**config.mk**
```make
export PLATFORM = sky130hd
export DESIGN_NAME = instr_sequencer_flat
export DESIGN_NICKNAME = d
export VERILOG_FILES = /design/src/rtl/instr_sequencer_pkg.sv /design/src/rtl/instr_sequencer_if.sv /design/src/rtl/instr_sequencer_seq_fifo.sv /design/src/rtl/instr_sequencer.sv /design/src/flat_wrapper.sv
export SDC_FILE = /design/constraint.sdc
export NUM_CORES = 1
export LEC_CHECK = 0
export ABC_CLOCK_PERIOD_IN_PS = 3800
export BUFFER_PORTS_ARGS = -buffer_cell sky130_fd_sc_hd__buf_2
export CORE_MARGIN = 2
export CORE_UTILIZATION = 45
export CTS_BUF_LIST = sky130_fd_sc_hd__clkbuf_8
export DETAILED_ROUTE_END_ITERATION = 12
export PLACE_DENSITY_LB_ADDON = 0.12
export SLEW_MARGIN = 25
export SYNTH_ARGS = -nofsm -noshare
export SYNTH_HDL_FRONTEND = slang
export SYNTH_SLANG_ARGS = --single-unit
```
**constraint.sdc**
```tcl
create_clock -name clk -period 3.8 [get_ports clk]
set_clock_uncertainty 0.2 [all_clocks]
set_input_delay 0.76 -clock clk [delete_from_list [all_inputs] [get_ports clk]]
set_output_delay 0.76 -clock clk [all_outputs]
set_load 0.005 [all_outputs]
```
**src/rtl/instr_sequencer_pkg.sv**
```systemverilog
// Shared definitions for the instruction sequencer: word layout, default
// sizing, the halt opcode and the sequencer state encoding.
package instr_sequencer_pkg;

  localparam int WORD_W      = 16;
  localparam int OPC_W       = 4;
  localparam int OPC_LSB     = 0;
  localparam int OPD_W       = 12;
  localparam int OPD_LSB     = 4;
  localparam int CNT_W       = 8;
  localparam int SEQ_DEPTH   = 8;
  localparam int SEQ_TIMEOUT = 64;

  localparam logic [OPC_W-1:0] HALT_OPC = 4'hF;

  typedef enum logic [1:0] {
    S_IDLE  = 2'd0,
    S_FETCH = 2'd1,
    S_ISSUE = 2'd2,
    S_WAIT  = 2'd3
  } seq_state_t;

  function automatic logic [OPC_W-1:0] get_opc(input logic [WORD_W-1:0] w);
    return w[OPC_LSB +: OPC_W];
  endfunction

  function automatic logic [OPD_W-1:0] get_opd(input logic [WORD_W-1:0] w);
    return w[OPD_LSB +: OPD_W];
  endfunction

endpackage

```
**src/rtl/instr_sequencer_if.sv**
```systemverilog
// Sequencer <-> core (fsm_control) handshake.
//   opcode/instr : issued instruction fields, held until the next fetch
//   inst_done    : fields valid for the core (ISSUE and WAIT)
//   issue        : one-cycle start pulse to the core
//   core_done    : one-cycle write-back complete pulse from the core
interface instr_sequencer_if;
  import instr_sequencer_pkg::*;

  logic [OPC_W-1:0] opcode;
  logic [OPD_W-1:0] instr;
  logic             inst_done;
  logic             issue;
  logic             core_done;

  modport master (output opcode, output instr, output inst_done, output issue,
                  input  core_done);
  modport slave  (input  opcode, input  instr, input  inst_done, input  issue,
                  output core_done);

endinterface

```
**src/rtl/instr_sequencer_seq_fifo.sv**
```systemverilog
// Program FIFO: synchronous, WIDTH x DEPTH, extended pointers.
//   clk, rst   : clock, synchronous active-high reset
//   clear_i    : flush (wins over push)
//   push_i     : write wr_data_i; accepted when not full or popping same cycle
//   pop_i      : advance read pointer (ignored when empty)
//   rd_data_o  : head word (combinational read of head slot)
//   full_o, empty_o : status from pointer MSB compare
//   ovf_o      : push rejected this cycle
module seq_fifo #(
  parameter int WIDTH = 16,
  parameter int DEPTH = 8
) (
  input  logic             clk,
  input  logic             rst,
  input  logic             clear_i,
  input  logic             push_i,
  input  logic             pop_i,
  input  logic [WIDTH-1:0] wr_data_i,
  output logic [WIDTH-1:0] rd_data_o,
  output logic             full_o,
  output logic             empty_o,
  output logic             ovf_o
);
  localparam int AW = $clog2(DEPTH);
  localparam logic [AW:0] PTR_ONE = (AW+1)'(1);

  logic [AW:0]      wr_ptr_q, wr_ptr_d;
  logic [AW:0]      rd_ptr_q, rd_ptr_d;
  logic [WIDTH-1:0] mem_q [DEPTH];
  logic             do_push, do_pop;

  assign empty_o   = (wr_ptr_q == rd_ptr_q);
  assign full_o    = (wr_ptr_q[AW] != rd_ptr_q[AW]) &&
                     (wr_ptr_q[AW-1:0] == rd_ptr_q[AW-1:0]);
  assign do_pop    = pop_i && !empty_o;
  // A pop in the same cycle frees the head slot, so a full FIFO still accepts.
  assign do_push   = push_i && (!full_o || do_pop);
  assign ovf_o     = push_i && !clear_i && full_o && !do_pop;
  assign rd_data_o = mem_q[rd_ptr_q[AW-1:0]];

  always_comb begin
    wr_ptr_d = wr_ptr_q;
    rd_ptr_d = rd_ptr_q;
    if (clear_i) begin
      wr_ptr_d = '0;
      rd_ptr_d = '0;
    end else begin
      if (do_push) wr_ptr_d = wr_ptr_q + PTR_ONE;
      if (do_pop)  rd_ptr_d = rd_ptr_q + PTR_ONE;
    end
  end

  always_ff @(posedge clk) begin
    if (rst) begin
      wr_ptr_q <= '0;
      rd_ptr_q <= '0;
    end else begin
      wr_ptr_q <= wr_ptr_d;
      rd_ptr_q <= rd_ptr_d;
    end
  end

  always_ff @(posedge clk) begin
    if (do_push && !clear_i) mem_q[wr_ptr_q[AW-1:0]] <= wr_data_i;
  end

endmodule

```
**src/rtl/instr_sequencer.sv**
```systemverilog
// Instruction sequencer: assembles 16-bit words from a LSB-first serial port
// into the program FIFO and issues them to the core one at a time, in RUN
// (back-to-back) or STEP (one per step pulse) mode.
//   clk, rst      : clock, synchronous active-high reset
//   core_if       : master side of the core handshake (opcode/instr/
//                   inst_done/issue out, core_done in)
//   ser_in_i, ser_valid_i : serial load bit and qualifier
//   clear_prog_i  : flush FIFO, partial word and halted flag
//   run_mode_i    : 1 = RUN, 0 = STEP
//   step_pulse_i  : issue next instruction in STEP mode
//   busy_o, fifo_full_o, fifo_empty_o, halted_o : status
//   err_ovf_o, err_tmo_o : sticky errors (cleared only by rst)
//   instr_cnt_o   : issued instruction count, wraps
//
// state   | meaning
// --------+-----------------------------------------------------------
// S_IDLE  | waiting for a word plus RUN mode or a step pulse
// S_FETCH | pop head into opcode/instr; halt opcode stops here
// S_ISSUE | one-cycle start pulse to the core, count instruction
// S_WAIT  | wait for core_done or timeout
module instr_sequencer
  import instr_sequencer_pkg::*;
#(
  parameter int DEPTH   = SEQ_DEPTH,
  parameter int TIMEOUT = SEQ_TIMEOUT
) (
  input  logic               clk,
  input  logic               rst,
  instr_sequencer_if.master  core_if,
  input  logic               ser_in_i,
  input  logic               ser_valid_i,
  input  logic               clear_prog_i,
  input  logic               run_mode_i,
  input  logic               step_pulse_i,
  output logic               busy_o,
  output logic               fifo_full_o,
  output logic               fifo_empty_o,
  output logic               halted_o,
  output logic               err_ovf_o,
  output logic               err_tmo_o,
  output logic [CNT_W-1:0]   instr_cnt_o
);
  localparam int IDX_W = $clog2(WORD_W);
  localparam int TMR_W = $clog2(TIMEOUT);
  localparam logic [IDX_W-1:0] IDX_LAST = IDX_W'(WORD_W - 1);
  localparam logic [IDX_W-1:0] IDX_ONE  = IDX_W'(1);
  localparam logic [TMR_W-1:0] TMR_LOAD = TMR_W'(TIMEOUT - 1);
  localparam logic [TMR_W-1:0] TMR_ONE  = TMR_W'(1);
  localparam logic [CNT_W-1:0] CNT_ONE  = CNT_W'(1);

  logic [WORD_W-1:0] shift_q;
  logic [IDX_W-1:0]  idx_q;
  logic              push_q;

  logic [WORD_W-1:0] fifo_head;
  logic              fifo_full, fifo_empty, fifo_ovf, fifo_pop;

  seq_state_t        state_q;
  logic [OPC_W-1:0]  opcode_q;
  logic [OPD_W-1:0]  operand_q;
  logic              inst_done_q, issue_q, busy_q, halted_q;
  logic              err_ovf_q, err_tmo_q;
  logic [CNT_W-1:0]  cnt_q;
  logic [TMR_W-1:0]  tmr_q;
  logic              start_d;

  // Serial assembler. The completed word sits in shift_q and is pushed on the
  // following edge; a new bit 0 written on that same edge does not disturb
  // the value the FIFO samples.
  always_ff @(posedge clk) begin
    if (rst) begin
      shift_q <= '0;
      idx_q   <= '0;
      push_q  <= 1'b0;
    end else if (clear_prog_i) begin
      idx_q   <= '0;
      push_q  <= 1'b0;
    end else begin
      push_q <= 1'b0;
      if (ser_valid_i) begin
        shift_q[idx_q] <= ser_in_i;
        if (idx_q == IDX_LAST) begin
          idx_q  <= '0;
          push_q <= 1'b1;
        end else begin
          idx_q <= idx_q + IDX_ONE;
        end
      end
    end
  end

  assign fifo_pop = (state_q == S_FETCH);

  seq_fifo #(
    .WIDTH (WORD_W),
    .DEPTH (DEPTH)
  ) u_fifo (
    .clk       (clk),
    .rst       (rst),
    .clear_i   (clear_prog_i),
    .push_i    (push_q),
    .pop_i     (fifo_pop),
    .wr_data_i (shift_q),
    .rd_data_o (fifo_head),
    .full_o    (fifo_full),
    .empty_o   (fifo_empty),
    .ovf_o     (fifo_ovf)
  );

  // A clear in the same cycle empties the FIFO, so no fetch may start.
  assign start_d = !fifo_empty && !halted_q && !clear_prog_i &&
                   (run_mode_i || step_pulse_i);

  always_ff @(posedge clk) begin
    if (rst) begin
      state_q     <= S_IDLE;
      opcode_q    <= '0;
      operand_q   <= '0;
      inst_done_q <= 1'b0;
      issue_q     <= 1'b0;
      busy_q      <= 1'b0;
      halted_q    <= 1'b0;
      err_ovf_q   <= 1'b0;
      err_tmo_q   <= 1'b0;
      cnt_q       <= '0;
      tmr_q       <= '0;
    end else begin
      issue_q <= 1'b0;
      if (fifo_ovf)     err_ovf_q <= 1'b1;
      if (clear_prog_i) halted_q  <= 1'b0;

      case (state_q)
        S_IDLE: begin
          if (start_d) state_q <= S_FETCH;
        end
        S_FETCH: begin
          opcode_q  <= get_opc(fifo_head);
          operand_q <= get_opd(fifo_head);
          if (get_opc(fifo_head) == HALT_OPC) begin
            if (!clear_prog_i) halted_q <= 1'b1;
            state_q <= S_IDLE;
          end else begin
            // issue/inst_done/busy are registered so they appear with ISSUE.
            issue_q     <= 1'b1;
            inst_done_q <= 1'b1;
            busy_q      <= 1'b1;
            cnt_q       <= cnt_q + CNT_ONE;
            state_q     <= S_ISSUE;
          end
        end
        S_ISSUE: begin
          tmr_q   <= TMR_LOAD;
          state_q <= S_WAIT;
        end
        S_WAIT: begin
          if (core_if.core_done) begin
            inst_done_q <= 1'b0;
            busy_q      <= 1'b0;
            state_q     <= S_IDLE;
          end else if (tmr_q == '0) begin
            err_tmo_q   <= 1'b1;
            inst_done_q <= 1'b0;
            busy_q      <= 1'b0;
            state_q     <= S_IDLE;
          end else begin
            tmr_q <= tmr_q - TMR_ONE;
          end
        end
        default: state_q <= S_IDLE;
      endcase
    end
  end

  assign core_if.opcode    = opcode_q;
  assign core_if.instr     = operand_q;
  assign core_if.inst_done = inst_done_q;
  assign core_if.issue     = issue_q;
  assign busy_o            = busy_q;
  assign fifo_full_o       = fifo_full;
  assign fifo_empty_o      = fifo_empty;
  assign halted_o          = halted_q;
  assign err_ovf_o         = err_ovf_q;
  assign err_tmo_o         = err_tmo_q;
  assign instr_cnt_o       = cnt_q;

endmodule

```
**src/flat_wrapper.sv**
```systemverilog
// flat-port wrapper written by rule: the top's interface ports become plain ports
module instr_sequencer_flat import instr_sequencer_pkg::*;
#(
  parameter int DEPTH   = SEQ_DEPTH,
  parameter int TIMEOUT = SEQ_TIMEOUT
)
  (clk, rst, ser_in_i, ser_valid_i, clear_prog_i, run_mode_i, step_pulse_i, busy_o, fifo_full_o, fifo_empty_o, halted_o, err_ovf_o, err_tmo_o, instr_cnt_o, core_if_opcode, core_if_instr, core_if_inst_done, core_if_issue, core_if_core_done);
  instr_sequencer_if core_if_i ();
  input  logic clk;
  input  logic rst;
  input  logic ser_in_i;
  input  logic ser_valid_i;
  input  logic clear_prog_i;
  input  logic run_mode_i;
  input  logic step_pulse_i;
  output logic busy_o;
  output logic fifo_full_o;
  output logic fifo_empty_o;
  output logic halted_o;
  output logic err_ovf_o;
  output logic err_tmo_o;
  output logic [CNT_W-1:0] instr_cnt_o;
  output wire logic [$bits(core_if_i.opcode)-1:0] core_if_opcode;
  output wire logic [$bits(core_if_i.instr)-1:0] core_if_instr;
  output wire logic [$bits(core_if_i.inst_done)-1:0] core_if_inst_done;
  output wire logic [$bits(core_if_i.issue)-1:0] core_if_issue;
  input wire logic [$bits(core_if_i.core_done)-1:0] core_if_core_done;
  assign core_if_opcode = core_if_i.opcode;
  assign core_if_instr = core_if_i.instr;
  assign core_if_inst_done = core_if_i.inst_done;
  assign core_if_issue = core_if_i.issue;
  assign core_if_i.core_done = core_if_core_done;
  instr_sequencer #(.DEPTH(DEPTH), .TIMEOUT(TIMEOUT)) u_core (.clk(clk), .rst(rst), .core_if(core_if_i), .ser_in_i(ser_in_i), .ser_valid_i(ser_valid_i), .clear_prog_i(clear_prog_i), .run_mode_i(run_mode_i), .step_pulse_i(step_pulse_i), .busy_o(busy_o), .fifo_full_o(fifo_full_o), .fifo_empty_o(fifo_empty_o), .halted_o(halted_o), .err_ovf_o(err_ovf_o), .err_tmo_o(err_tmo_o), .instr_cnt_o(instr_cnt_o));
endmodule
```
After elaboration in Yosys (flattened, before gate mapping):

Memories as Yosys holds them, arrays and structs flattened. A register that Yosys moved wholly into a read port is not among the register bits.
Cells that the tools add are included.

* RAM bits: 128
* memories kept: 1
* register bits: 66
* input bits: 8

Memories
* u_core.u_fifo.mem_q: words 8, width 16, read ports 1, clocked after memory_dff 1, wr ports 1, RTL line instr_sequencer_seq_fifo.sv:29 `logic [WIDTH-1:0] mem_q [DEPTH];`

* equality and inequality tests: 13
* muxes and demuxes: 26
* order comparisons: 2
* bitwise operators: 5
* add/subtract/negate cells: 5
* reductions and logical operators: 31

Operator list (count)
* 16-bit bitwise mux: 1
* 4-bit by 1-bit adder with 4-bit output, second input constant: 3
* 1-bit two-way mux: 12
* 6-bit two-way mux: 2
* 6-bit case mux with 2 select lines: 1
* 1-bit logical AND: 11
* 3-bit AND reduction: 3
* 8-bit by 1-bit adder with 8-bit output, second input constant: 1
* 4-bit == test, second input constant: 2
* 2-bit two-way mux: 4
* 2-bit case mux with 4 select lines: 1
* 6-bit logical NOT: 1
* 3-bit two-way mux: 2
* 2-bit inequality test, second input constant: 3
* 2-bit AND reduction: 3
* 6-bit by 1-bit subtractor with 6-bit output, second input constant: 1
* 1-bit logical NOT: 5
* 4-bit by 5-bit < comparator with 1-bit output, second input constant: 1
* 1-bit inverter: 5
* 1-bit demux with 4-bit select: 1
* 2-bit == test, second input constant: 2
* 4-bit == test: 1
* 4-bit by 1-bit >= comparator with 1-bit output, second input constant: 1
* 4-bit two-way mux: 1
* other kinds (11): 14

Logic depth before layout (Yosys ltp):

Gate-level depths: netlist of run 1.

* word-level depth: 8
* gate-level depth with buffers: 7
* depth with buffers taken out: 6

Hierarchy:

From an unflattened synthesis of run 1, not the netlist that was laid out.

* cell total of the unflattened synthesis: 557
* area, all modules: 7891.3 um2

By module, submodules not included
* seq_fifo: cells an instance 258, area each 5446.5 um2, instances 1
* instr_sequencer: cells an instance 299, area each 2444.8 um2, instances 1

Worst setup path before layout of run 1:

Ideal clock, no wire load.

* path kind: register to register
* start: register u_core.u_fifo.wr_ptr_q[2]
* end: memory u_core.u_fifo.mem_q[2][0] (enable)
* cell stages (with the launch flop): 7
* slack: 0.654 ns
* arrival time: 2.536 ns
* clock period less this slack: 3.146 ns
* library setup time: 0.409 ns
* path through: dfxtp_1 -> clkbuf_1 -> xnor2_1 -> nand4_1 -> o21ai_1 -> or3b_1 -> nor3_1

* cells in the longest elaborated chain, start to end: 8
* elaborated cells on any way between the ends: 11
* those cells by class: eq/ne (2); mux (2); reduce/logical (7)

RTL lines
* start: declaration: RTL line instr_sequencer_seq_fifo.sv:27 `logic [AW:0] wr_ptr_q, wr_ptr_d;`
* start signal: assignment: RTL line instr_sequencer_seq_fifo.sv:58 `wr_ptr_q <= wr_ptr_d;`
* 4-bit == test / 3-bit == test (equally long branches): RTL line instr_sequencer_seq_fifo.sv:32, instr_sequencer_seq_fifo.sv:34
* 1-bit logical NOT / 1-bit logical AND (equally long branches): RTL line instr_sequencer_seq_fifo.sv:35, instr_sequencer_seq_fifo.sv:33
* 1-bit logical AND / 1-bit logical NOT (equally long branches): RTL line instr_sequencer_seq_fifo.sv:35, instr_sequencer_seq_fifo.sv:37
* 1-bit logical OR: RTL line instr_sequencer_seq_fifo.sv:37 `assign do_push = push_i && (!full_o || do_pop);`
* 1-bit logical AND: RTL line instr_sequencer_seq_fifo.sv:37
* 1-bit logical AND: RTL line instr_sequencer_seq_fifo.sv:64 `if (do_push && !clear_i) mem_q[wr_ptr_q[AW-1:0]] <= wr_data_i;`
* 1-bit two-way mux: RTL line instr_sequencer_seq_fifo.sv:64
* 1-bit two-way mux (implied by the code): RTL line instr_sequencer_seq_fifo.sv:64
* end: declaration: RTL line instr_sequencer_seq_fifo.sv:29

Parallel ways exist; a longest one is shown, timed or not.

==> results of run 1 <==
[registers in the layout (all words and copies together), names as in the netlist, named ones only]
| name | cells |
|---|---|
| u_core.core_if.inst_done | 1 |
| u_core.u_fifo.mem_q | 128 |
| u_core.halted_o | 1 |
| u_core.core_if.instr | 12 |
| u_core.shift_q | 16 |
| u_core.core_if.opcode | 4 |
| u_core.err_tmo_o | 1 |
| u_core.err_ovf_o | 1 |
| u_core.u_fifo.wr_ptr_q | 4 |
| u_core.push_q | 1 |
| u_core.core_if.issue | 1 |
| u_core.idx_q | 4 |
| u_core.instr_cnt_o | 8 |
| u_core.tmr_q | 6 |
| u_core.u_fifo.rd_ptr_q | 4 |
| u_core.state_q | 1 |
[cell usage in the layout, fill, tap and decap left out, types with 3 or more instances in the layout]
cell / count
xnor2_1: 5
nor3_1: 9
a21oi_1: 29
o21ai_1: 9
or3_1: 3
nand2b_1: 6
nand3_1: 7
clkbuf_8: 21
edfxtp_1: 128
ha_1: 9
nor2b_1: 3
mux2i_4: 4
buf_2: 39
nor2_1: 62
a211oi_1: 17
o21ai_0: 9
xor2_1: 12
nand2_1: 23
mux2i_1: 20
mux4_2: 31
buf_4: 15
nand4_1: 3
dfxtp_1: 68
o211ai_1: 4
or4_1: 3
inv_1: 11
[area by class of cell]
| cell class | count | area, µm² | share of cell area, % |
|---|---|---|---|
| Inverter | 7 | 26.28 | 0.3052 |
| Clock inverter | 11 | 87.58 | 1.017 |
| Clock buffer | 21 | 289.0 | 3.358 |
| Timing Repair Buffer | 54 | 307.8 | 3.576 |
| Multi-Input combinational cell | 291 | 2390 | 27.76 |
| Sequential cell | 197 | 5226 | 60.71 |
| Tap cell | 225 | 281.5 | 3.270 |
[routing by layer]
metal | wire length [µm] | track usage, %
met5 | 0 | 0
met4 | 197 | 5.382
met1 | 7210 | 24.17
met3 | 624 | 3.479
met2 | 7300 | 29.08
[cell families (layout without fill, tap and decap cells)]
group,after synthesis,after routing,synth area share [%]
buf+inv,35,93,2.158
mux,58,58,13.35
xor+xnor,17,17,1.916
compound gates,76,76,6.167
flops,197,197,67.25
fa+ha+maj,9,9,1.449
simple gates,131,131,7.714
[power groups by stage]
stage,Sequential [mW],Clock (mW),Combinational (mW)
2_1_floorplan,2.30,0,0.0188
6_report,2.25,1.27,0.0320
3_5_place_dp,2.30,0,0.0318
5_1_grt,2.25,1.38,0.0357
4_1_cts,2.25,1.31,0.0320
3_3_place_gp,2.30,0,0.0311
[worst reg2reg max path: cells and delay by family (launching register included)]
family	cells	cell delay [ns]
AND/OR/NAND/NOR	2	0.48
multiplexers	3	1.25
flip-flops	1	0.60
[worst max path at each step]
stage | endpoint | startpoint
after floorplan | u_core.u_fifo.mem_q[2][0] | u_core.u_fifo.wr_ptr_q[2]
after global placement | u_core.instr_cnt_o[7] | flip-flop
after detailed placement | u_core.instr_cnt_o[7] | flip-flop
after CTS | u_core.instr_cnt_o[7] | flip-flop
after global routing | u_core.instr_cnt_o[7] | flip-flop
final | u_core.instr_cnt_o[7] | flip-flop
[stage by stage]
stage	cell area (µm²)	hold WS, ns	power [mW]	utilization, %
after floorplan	7770	0.2604	2.322	-
after global placement	8232	0.2554	2.335	48.09
after detailed placement	8232	0.2658	2.336	48.09
after CTS	8608	0.2876	3.597	50.29
after global routing	8608	0.3210	3.674	50.29
final	8608	0.2821	3.552	50.29
==> metrics.md, run 1 <==
| Metric | Value |
|---|---|
| Sequential element share of the synthesized area | approximately two thirds |
| Root buf cell | clkbuf_8 |
| Via count | 4365 |
| CP max stage delay | between 0.6 and 0.7 ns |
| GRT overflow | 0 |
| Total wire length | approximately 15 mm |
| Max transition margin | a little over half |
| Initial Utilization | 45.39% |
| DP HPWL | 9.702 mm |
| Placed Cells incl. Taps | 774 |
| Clock slew at reported path FFs | around 0.090 ns |
| Final Max Slew Viols | 0 |
| Critical Path Source Type | flip-flop |
| Pre-CTS setup slack | 1.099 ns |
| Post-CTS Setup Bufs | 0 |
| Num CTS Buffers | 17 |
| Post-route insts no fill | 806 |
| Number of H-tree levels | 4 |
| Min-delay src | u_core.err_ovf_o |
| Input/output buffers | 39 |
| First-pass GRT wire length | 24.08 mm |
| Ant diodes | 0 |
| Logic pwr share | 0.9% |
| CP Buf/Inv Count | 0 |
| Leakage | 2.664 nW |
| Synth cell types | 45 |
| CP required | 3.94 ns |
| Cells along the critical path | mux4_1 > mux2i_4 > nor4_2 > nor4b_1 > mux2_1 |
| Post-detailed-route count of antenna-violating nets | 0 |
| EDFF count, synth | 128 |
| CTS max path bufs | 2 |
| Fin nets | 585 |
| Worst-margin pin slew | 0.6880 ns |
| Syn. warnings | 0 |
| DR iter-0 viols | 332 |
| Cell area power density | 412.7 nW/µm² |
| Number of filler cells placed in the layout | around 1500 |
| Fin crit period | 2.647 ns |
| CTS tree | yes |
| Post-Syn Area per Cell | 14.86 µm² |
| Die H | 135.4 µm |
| CTS resizes | 0 |
| Initial antenna violation count | 0 |
| Clock power frac | 35.6% |
| Setup slack, reg-to-reg | 1.15 ns |
| Die area | approximately 18000 µm² |
| Net Switching | 0.7117 mW |
| GRT Overall Usage | between 15 and 20% |
| Crit Path Class | flip-flop to flip-flop |
| Crit path depth | 5 |
| FMAX | approximately 380 MHz |
| Worst r2r path cells | 5 |
| DR DRC count | 0 |
| Layout area overhead | 10.79% |
| DR WL/cell | 19.02 µm |
| Hold EP | u_core.err_ovf_o |
| Placer congestion estimate | about 0.77 |
| # rows | 48 |
| Mapped Area | between 7000 and 8000 µm² |
| Die width | approximately 140 µm |
| Run status | finished clean |
| Synth top area cells | edfxtp_1, dfxtp_1, mux4_2, nor2_1, mux2i_1 |
| Vias in the first global route | 4375 |
| RSZ-0062 raised after global routing | no |
| Switch share | between 20 and 25% |
| Hold Crit Class | flip-flop to flip-flop |
| Core footprint | 17120 µm² |
| Fraction of layout cells with a size suffix above 1 | approximately a fifth |
| Drt via density | 5.416 |
| Post-synth top cells | edfxtp_1, dfxtp_1, nor2_1 |
| Synthesized Nets | between 500 and 600 |
| WHS Path Cells | 2 |
| Largest area contributor in the netlist | edfxtp_1 |
| Sequential Power Share | 63.5% |
| Cts hold-fix bufs | 0 |
| Slowest CP cell | mux4_1 |
| Post-synthesis register bit count | 197 |
| Final setup fails | 0 |
| Tcrit/Tclk final | between 60% and 70% |
| Worst EP arrival | between 2 and 3 ns |
| Worst skew pair latency | 0.45 ns |
| # IOs | 40 |
| Clock net sink count | a little under 200 |
| Max_cap viols | 0 |
| Setup total negative slack | 0 ns |
| Most frequent cell after synthesis | edfxtp_1 |
| Cell count after synthesis | between 500 and 600 |
| Worst vdd ir | 254.7 µV |
| Largest net degree at the start of global routing | 39 |
| Post-synth ARST share | 0% |
| First drt pass iteration count | 5 |
| Worst-path fanout max | 13 |
| Final setup slack of the worst path | about 1.2 ns |
| R2r endpoint | u_core.instr_cnt_o[7] |
| Post-synth top flop | edfxtp_1 |
| Top-area cell type share of the netlist area | 49.47% |
| Top Family by Delay on Critical Path | multiplexers |
| CP Capture Type | flip-flop |
| Final hold vios | 0 |
| Pint | roughly 2.8 mW |
(Power assumes the default switching activity.)
==> run 2, diff against run 1 <==
Settings changed: ABC_CLOCK_PERIOD_IN_PS 3800 to 2500.
Clock period 3.8 ns to 2.5 ns, I/O delays scaled along.
==> run 2 against run 1 <==
Sequential power grew 52%. Cell count grew 1.5%. Critical path depth grew 1. Highest routed layer unchanged. Critical endpoint unchanged. Clock power grew 54%. Final area grew 3.0%. Non-clock buffer count grew 12. Fmax grew 12%. Sequential share of layout area shrank 1.7 points. Via count grew 1.8%.
==> metrics.md, run 2 (synthesis gave the netlist of run 1 again) <==
| Metric | Value |
|---|---|
| Run status | finished clean (unchanged) |
| Max transition margin | 57.05% (was 54.13%) |
| Worst skew pair latency | 0.47 ns (was 0.45 ns) |
| Final Max Slew Viols | 0 (unchanged) |
| Cell area power density | 613.8 nW/µm² (was 412.7 nW/µm²) |
| Via count | 4445 (was 4365) |
| Crit Path Class | flip-flop to flip-flop (unchanged) |
| Largest net degree at the start of global routing | 38 (was 39) |
| Seq. cell area | 5226 µm² (unchanged) |
| Worst-margin pin slew | 0.6390 ns (was 0.6880 ns) |
| Post-layout util | 51.78% (was 50.29%) |
| CTS tree | yes (unchanged) |
| Post-CTS Setup Bufs | 0 (unchanged) |
| Die width | 135.4 µm (unchanged) |
| DR iter-0 viols | 264 (was 332) |
| Post-detailed-route count of antenna-violating nets | 0 (unchanged) |
| GRT Overall Usage | 18.25% (was 17.73%) |
| R2r endpoint | u_core.instr_cnt_o[7] (unchanged) |
| Clock net sink count | 197 (unchanged) |
| Input/output buffers | 39 (unchanged) |
| Total Power | 5.439 mW (was 3.552 mW) |
| Clock slew at reported path FFs | 0.10 ns (was 0.09 ns) |
| DR DRC count | 0 (unchanged) |
| Setup slack, reg-to-reg | 0.13 ns (was 1.15 ns) |
| FMAX | 422.5 MHz (was 377.8 MHz) |
| Worst vdd ir | 342.5 µV (was 254.7 µV) |
| Placer congestion estimate | 0.7678 (was 0.7704) |
| First drt pass iteration count | 4 (was 5) |
| Worst r2r path cells | 6 (was 5) |
| DP HPWL | 9.784 mm (was 9.702 mm) |
| Total wire length | 15.51 mm (was 15.33 mm) |
| # rows | 48 (unchanged) |
| Post-DP Area | 8477 µm² (was 8232 µm²) |
| Drt via density | 5.434 (was 5.416) |
| DR WL/cell | 18.96 µm (was 19.02 µm) |
| Critical Path Source Type | flip-flop (unchanged) |
| Fraction of layout cells with a size suffix above 1 | 24.96% (was 21.17%) |
| Most frequent cells in the layout | edfxtp_1, dfxtp_1, nor2_1 (unchanged) |
| Ant diodes | 0 (unchanged) |
| CP required | 2.67 ns (was 3.94 ns) |
| Area of the multi-input gates | 2426 µm² (was 2390 µm²) |
| Core footprint | 17120 µm² (unchanged) |
| RSZ-0062 raised after global routing | no (unchanged) |
| CP Capture Type | flip-flop (unchanged) |
| Worst-path fanout max | 7 (was 13) |
| GRT overflow | 0 (unchanged) |
| Final Cell Area | 8862 µm² (was 8608 µm²) |
| Hold Crit Class | input pin to flip-flop (was flip-flop to flip-flop) |
| Fin nets | 597 (was 585) |
| Layout area overhead | 14.06% (was 10.79%) |
| Worst EP arrival | 2.53 ns (was 2.78 ns) |
| Final hold vios | 0 (unchanged) |
| Max_cap viols | 0 (unchanged) |
| Root buf cell | clkbuf_8 (unchanged) |
| Number of filler cells placed in the layout | 1457 (unchanged) |
| Fin crit period | 2.367 ns (was 2.647 ns) |
| Hold EP | u_core.idx_q[0] (was u_core.err_ovf_o) |
| Max reg flops | 128 (unchanged) |
| Initial antenna violation count | 0 (unchanged) |
| Setup total negative slack | 0 ns (unchanged) |
| Final setup slack of the worst path | 0.1332 ns (was 1.153 ns) |
| # IOs | 40 (unchanged) |
| WHS Path Cells | 3 (was 2) |
| Leakage | 2.722 nW (was 2.664 nW) |
| Num CTS Buffers | 17 (unchanged) |
| Min-delay src | ser_valid_i (was u_core.err_ovf_o) |
| Die H | 135.4 µm (unchanged) |
| Vias in the first global route | 4367 (was 4375) |
| Initial Utilization | 45.39% (unchanged) |
| Commonest non-fill, non-tap cell in the layout | edfxtp_1 (unchanged) |
| Pre-CTS setup slack | 0.04432 ns (was 1.099 ns) |
| First-pass GRT wire length | 24.59 mm (was 24.08 mm) |
| Tcrit/Tclk final | 94.67% (was 69.65%) |
| Number of H-tree levels | 4 (unchanged) |
| Final setup fails | 0 (unchanged) |
| CTS max path bufs | 2 (unchanged) |
| Die area | 18330 µm² (unchanged) |
[run 2: changes by cell type in the layout (fill, tap and decap cells not counted), moves of 2 or more]
cell,before,now
nor3_4,0,2
buf_4,15,17
nor2_2,1,7
nor3_2,2,0
inv_1,11,6
clkbuf_8,21,17
clkinv_4,2,4
nor2_1,62,56
buf_12,0,10
inv_6,1,5
[run 2: how the worst max path moves through the flow]
stage,startpoint,end,slack [ns],depth (start not counted)
final,flip-flop,u_core.instr_cnt_o[7],0.13,6
after global routing,u_core.u_fifo.wr_ptr_q[1],fifo_full_o,0.02,5
after CTS,flip-flop,u_core.instr_cnt_o[7],0.04,6
after detailed placement,flip-flop,u_core.instr_cnt_o[7],0.04,6
after global placement,flip-flop,u_core.instr_cnt_o[7],0.10,6
after floorplan,u_core.u_fifo.wr_ptr_q[2],u_core.u_fifo.mem_q[4][0],0.05,6
[run 2: worst max-delay path: stages (launching register included)]
cell,delay [ns]
dfxtp_2,0.41
buf_4,0.18
mux4_2,0.54
mux2i_4,0.20
nor4_2,0.11
nor4b_2,0.29
mux2_1,0.34
[run 2: per-layer routing]
metal  share of wire, %  GRT usage [%]  routed length, µm
met1                 45          24.86               7025
met2                 49          29.64               7588
met3                4.7          3.966                724
met4                1.1          5.556                167
met5                  0              0                  0
[run 2: layout make-up]
cell class | count | share of cell area [%]
multi-input combinational | 291 | 27.38
sequential | 197 | 58.97
clock inverter | 15 | 1.638
tap | 225 | 3.177
inverter | 7 | 0.2965
timing repair buffer | 66 | 5.901
clock buffer | 17 | 2.640
[run 2: repair_timing]
action                     CTS  global route
setup endpoints to repair    0             1
hold buffers                 0             0
gates resized for setup      0             1
[run 2: metrics by stage]
step,cells,hold WS [ns]
finish,818,0.1498
global route,818,0.1597
CTS,818,0.1235
detailed placement,786,0.2532
global placement,786,0.2445
floorplan,523,0.2604
[run 2: report_power, final]
part	internal, mW	switching [mW]	leakage [nW]
clock network	0.812	1.15	0.190
logic	0.0124	0.0366	0.910
registers	3.42	0.00384	1.62
total	4.25	1.19	2.72
